--- src/rtl/cpu_core_param.sv ---
// cpu_core_param: multicycle fetch/exec CPU core with 8 registers, Z/C flags and
// req/ack instruction and data memory ports.
module cpu_core_param #(
    parameter int DATA_W = 8,
    parameter int PC_W   = 8
) (
    input  logic              clk,
    input  logic              rst,
    output logic [PC_W-1:0]   imem_addr,
    output logic              imem_req,
    input  logic              imem_ack,
    input  logic [15:0]       imem_data,
    output logic [DATA_W-1:0] dmem_addr,
    output logic              dmem_req,
    output logic              dmem_we,
    output logic [DATA_W-1:0] dmem_wdata,
    input  logic [DATA_W-1:0] dmem_rdata,
    input  logic              dmem_ack,
    output logic [DATA_W-1:0] out_port,
    output logic              out_strobe,
    output logic              halted
);
    typedef enum logic [1:0] {FETCH, EXEC, MEM, HALT} state_t;
    state_t state, state_n;
    logic [PC_W-1:0] pc, target;
    logic [15:0] ir;
    logic [DATA_W-1:0] regs [8];
    logic [DATA_W-1:0] a, b, d, imm, res;
    logic [DATA_W:0] sum;
    logic [3:0] op;
    logic [2:0] rd;
    logic z, c, c_n, wr_rd, wr_fl, taken, mem_op;
    assign op = ir[15:12];
    assign rd = ir[11:9];
    assign a = regs[ir[8:6]];
    assign b = regs[ir[5:3]];
    assign d = regs[rd];
    assign imm = DATA_W'(ir[7:0]);
    assign mem_op = op == 4'h8 || op == 4'h9;
    assign taken = op == 4'hA || (op == 4'hB && z) || (op == 4'hC && c);
    // jumps stay inside the current 256-word page
    assign target = PC_W'(ir[7:0]) | (pc & ~PC_W'(8'hFF));
    // outputs drop the instant rst rises, even before the state register settles
    assign imem_req = state == FETCH && !rst;
    assign imem_addr = pc;
    assign dmem_req = state == MEM && !rst;
    assign dmem_we = dmem_req && op == 4'h9;
    assign dmem_addr = a;
    assign dmem_wdata = b;
    assign halted = state == HALT;
    always_comb begin
        sum = '0;
        res = '0;
        c_n = c;
        wr_rd = 1'b0;
        wr_fl = 1'b0;
        case (op)
            4'h1: begin res = imm; wr_rd = 1'b1; end
            4'h2: begin sum = {1'b0, a} + {1'b0, b}; res = sum[DATA_W-1:0]; c_n = sum[DATA_W]; wr_rd = 1'b1; wr_fl = 1'b1; end
            4'h3: begin sum = {1'b0, a} - {1'b0, b}; res = sum[DATA_W-1:0]; c_n = sum[DATA_W]; wr_rd = 1'b1; wr_fl = 1'b1; end
            4'h4: begin res = a & b; c_n = 1'b0; wr_rd = 1'b1; wr_fl = 1'b1; end
            4'h5: begin res = a | b; c_n = 1'b0; wr_rd = 1'b1; wr_fl = 1'b1; end
            4'h6: begin res = a ^ b; c_n = 1'b0; wr_rd = 1'b1; wr_fl = 1'b1; end
            4'h7: begin sum = {1'b0, d} + {1'b0, imm}; res = sum[DATA_W-1:0]; c_n = sum[DATA_W]; wr_rd = 1'b1; wr_fl = 1'b1; end
            default: ;
        endcase
    end
    always_comb begin
        state_n = state;
        if (state == FETCH && imem_ack) state_n = EXEC;
        else if (state == EXEC) state_n = mem_op ? MEM : op == 4'hF ? HALT : FETCH;
        else if (state == MEM && dmem_ack) state_n = FETCH;
    end
    always_ff @(posedge clk or posedge rst) begin
        if (rst) begin
            state <= FETCH;
            pc <= '0;
            ir <= '0;
            z <= 1'b0;
            c <= 1'b0;
            out_port <= '0;
            out_strobe <= 1'b0;
            for (int i = 0; i < 8; i++) regs[i] <= '0;
        end else begin
            state <= state_n;
            out_strobe <= state == EXEC && op == 4'hD;
            if (state == FETCH && imem_ack) ir <= imem_data;
            if (state == EXEC) begin
                if (op != 4'hF) pc <= taken ? target : pc + PC_W'(1);
                if (wr_rd) regs[rd] <= res;
                if (wr_fl) begin
                    z <= res == '0;
                    c <= c_n;
                end
                if (op == 4'hD) out_port <= a;
            end
            if (state == MEM && dmem_ack && op == 4'h8) regs[rd] <= dmem_rdata;
        end
    end
endmodule

--- config.mk ---
export PLATFORM = sky130hd
export DESIGN_NAME = cpu_core_param
export DESIGN_NICKNAME = d
export VERILOG_FILES = /design/src/rtl/cpu_core_param.sv
export SDC_FILE = /design/constraint.sdc
export NUM_CORES = 1
export LEC_CHECK = 0
export ABC_CLOCK_PERIOD_IN_PS = 4510
export CORE_MARGIN = 5
export CORE_UTILIZATION = 40
export DETAILED_ROUTE_END_ITERATION = 10
export GPL_TIMING_DRIVEN = 0
export PLACE_DENSITY_LB_ADDON = 0.2
export SLEW_MARGIN = 0
export SYNTH_ARGS = -nofsm -noshare
export SYNTH_HDL_FRONTEND = slang
export SYNTH_SLANG_ARGS = --single-unit
export TNS_END_PERCENT = 50
--- constraint.sdc ---
create_clock -name clk -period 4.51 [get_ports clk]
set_input_delay 0.6765 -clock clk [delete_from_list [all_inputs] [get_ports clk]]
set_output_delay 0.6765 -clock clk [all_outputs]
set_load 0.005 [all_outputs]
==> impl_metrics.json <==
{
  "synth.largest_area_cell": "dfrtp_1",
  "synth-async-reset-ratio_pct": 100,
  "finalCriticalPeriod_ns": 4.32,
  "slowest_delay_ns": 0.63,
  "drc": 0,
  "clock.fmax_ghz": 0.232,
  "root_buffer": "clkbuf_16",
  "cts.sinks": 101,
  "setup_viol": 0,
  "grt_pass1_vias": 7042,
  "io_pins": 65,
  "synthCells": 873,
  "cts_buffer_depth": 2,
  "dieArea_sq_um": 22700,
  "utilization_pct": 47.4,
  "min_path_type": "reg2reg",
  "clock_latency_ns": 0.36,
  "wl_um": 27500,
  "path_cells": "buf_2 -> clkbuf_4 -> mux4_2 -> mux2_2 -> inv_1 -> ha_1 -> buf_6 -> and2_4 -> a221oi_1 -> a21oi_1 -> o22ai_1 -> o211ai_2 -> or4_1 -> o21ai_1",
  "skew_ns": 0.0116,
  "crit_fanout": 10,
  "whs_path_depth": 2,
  "outcome": "finished, final reports clean",
  "syn_avg_cell_area_sq_um": 9.07,
  "ys_types": 75,
  "routed-via-count": 7338,
  "yosys_warnings": 0,
  "htree_levels": 3,
  "synth-edff-count": 0,
  "post_route_cells_drive_above_1_share_pct": 15.4,
  "synth_area_leaders": "dfrtp_1 (32%), mux4_2 (10%), mux2i_1 (6.4%), ha_1 (5.4%), o21ai_0 (5.4%)",
  "diodes": 0,
  "path_clk_slew_ns": 0.07,
  "critPathRequiredTime_ns": 4.80,
  "initial_utilization_pct": 40.7,
  "grt_pass1_wl_um": 42100,
  "yosysSeqAreaShare_pct": 31.9,
  "synth_most_common_cell": "nand2_1",
  "syn_nets": 938,
  "whs_ns": 0.486,
  "end_kind": "flip-flop",
  "worstMarginPinSlew_ns": 1.09,
  "critPathKind": "reg2reg",
  "crit_slowest_cell": "or4_1",
  "core_area_sq_um": 19500,
  "die_h_um": 151,
  "wl_per_cell_um": 22.7,
  "arrival_ns": 4.60,
  "ys_ff_latch": 101,
  "synth_top_area_share_pct": 31.9,
  "tritoncts": "done",
  "relSlewSlack_pct": 27.0,
  "start_kind": "flip-flop",
  "finalCritPeriodShare_pct": 95.7,
  "syn_area_sq_um": 7920,
  "dr.pass1.iters": 5,
  "finalMaxSlewViolations": 0,
  "drt-initial-drc-count": 638,
  "via_per_inst": 6.06,
  "row_count": 51,
  "gr-total-overflow": 0,
  "area_delta_synth_final_pct": 16.6,
  "fin_nets": 1007,
  "reg2reg_depth": 14,
  "maxCapViolCount": 0,
  "grt_max_degree": 58,
  "ctsHoldBuffers": 0,
  "hold_violations": 0,
  "port_buffers": 56,
  "place_hpwl_um": 20600,
  "synth_commonest_cells": "nand2_1 (107), dfrtp_1 (101), o21ai_0 (85)",
  "antenna_found_initial": 0,
  "ant_nets": 0,
  "die_w_um": 151,
  "ys.flop_type": "dfrtp_1",
  "gp_congestion": 0.960,
  "globalRouteTotalUtil_pct": 24.6,
  "numCtsBuffers": 9
}
[sequential cells by signal, summed over array words and instances, names as in the netlist]
name	count
z	1
regs	64
c	1
state	2
ir	16
out_port	8
out_strobe	1
imem_addr	8
[worst max-delay path: cells and delay by family, from the launching register on]
kind | cells | cell delay (ns)
compound gates | 5 | 1.18
fa+ha+maj | 1 | 0.26
buf+inv | 4 | 0.97
flops | 1 | 0.34
mux | 2 | 0.69
simple gates | 2 | 0.78
[cell usage in the layout, fill, tap and decap left out, types with 7 or more instances in the layout]
cell | netlist | final
mux2_2 | 30 | 30
a22oi_1 | 7 | 7
nand3_1 | 19 | 19
mux2i_1 | 51 | 46
clkbuf_1 | 40 | 33
clkdlybuf4s50_1 | 0 | 56
o31ai_1 | 8 | 7
nor3_1 | 23 | 23
nor2b_1 | 17 | 17
a21oi_1 | 58 | 58
buf_4 | 8 | 11
a221oi_1 | 10 | 9
clkbuf_16 | 0 | 9
ha_1 | 34 | 34
a31oi_1 | 11 | 11
inv_1 | 31 | 29
nand2_1 | 107 | 107
dfrtp_1 | 101 | 101
buf_6 | 4 | 7
buf_2 | 8 | 9
mux4_2 | 36 | 36
nand2b_1 | 12 | 12
o21ai_0 | 85 | 85
nor2_1 | 65 | 64
[worst paths after layout]
path                            slack [ns]        to  start
worst max-delay path                  0.19         z  ir[7]
worst min-delay path                  0.49         z      z
worst max register to register        0.19         z  ir[7]
worst min register to register        0.49         z      z
max in group asynchronous             2.95  regs[28]    rst
min in group asynchronous             0.83  state[1]    rst
[per-layer routing]
layer / vias up / share of wire (%) / wire length (um) / GRT usage, %
li1: 3336 / - / - / -
met1: 3633 / 43 / 11900 / 34.7
met2: 316 / 46 / 12700 / 39.1
met3: 53 / 7.4 / 2040 / 2.98
met4: 0 / 2.9 / 784 / 8.84
met5: - / 0 / 0 / 0
[repair_timing]
action	4_1_cts	5_1_grt
resized for setup	14	31
setup endpoints to repair	58	34
pin swaps	1	1
setup buffers	1	1
[final cells by class]
type | instances | area (sq um)
timing repair buffer | 59 | 603
multi-input combinational | 671 | 5010
clock inverter | 5 | 36.3
sequential | 101 | 2530
inverter | 32 | 123
clock buffer | 10 | 229
fill | 1894 | 10200
buffer | 68 | 369
tap | 265 | 332
[kinds of logic after synthesis]
family / count (synthesis) / share of synthesized area, %
flip-flops: 101 / 31.9
XOR/XNOR: 4 / 0.442
buffers and inverters: 101 / 5.67
AND/OR/NAND/NOR: 277 / 16.4
adder cells (fa/ha/maj): 37 / 6.13
AO/OA/AOI/OAI: 236 / 18.5
multiplexers: 117 / 20.9
[per-stage QoR]
step,setup WS [ns],cell area [sq um],TNS [ns],cells
4_1_cts,-0.171,9150,-0.171,1211
2_1_floorplan,0.0357,7920,0,873
6_report,0.193,9230,0,1211
3_3_place_gp,-1.07,8810,-92.56,1194
3_5_place_dp,-1.13,8840,-26.16,1195
5_1_grt,-0.00510,9230,-0.00860,1211
Power is not shown: default switching activity piles up to over one toggle a cycle in this logic, so the estimate is an artifact.
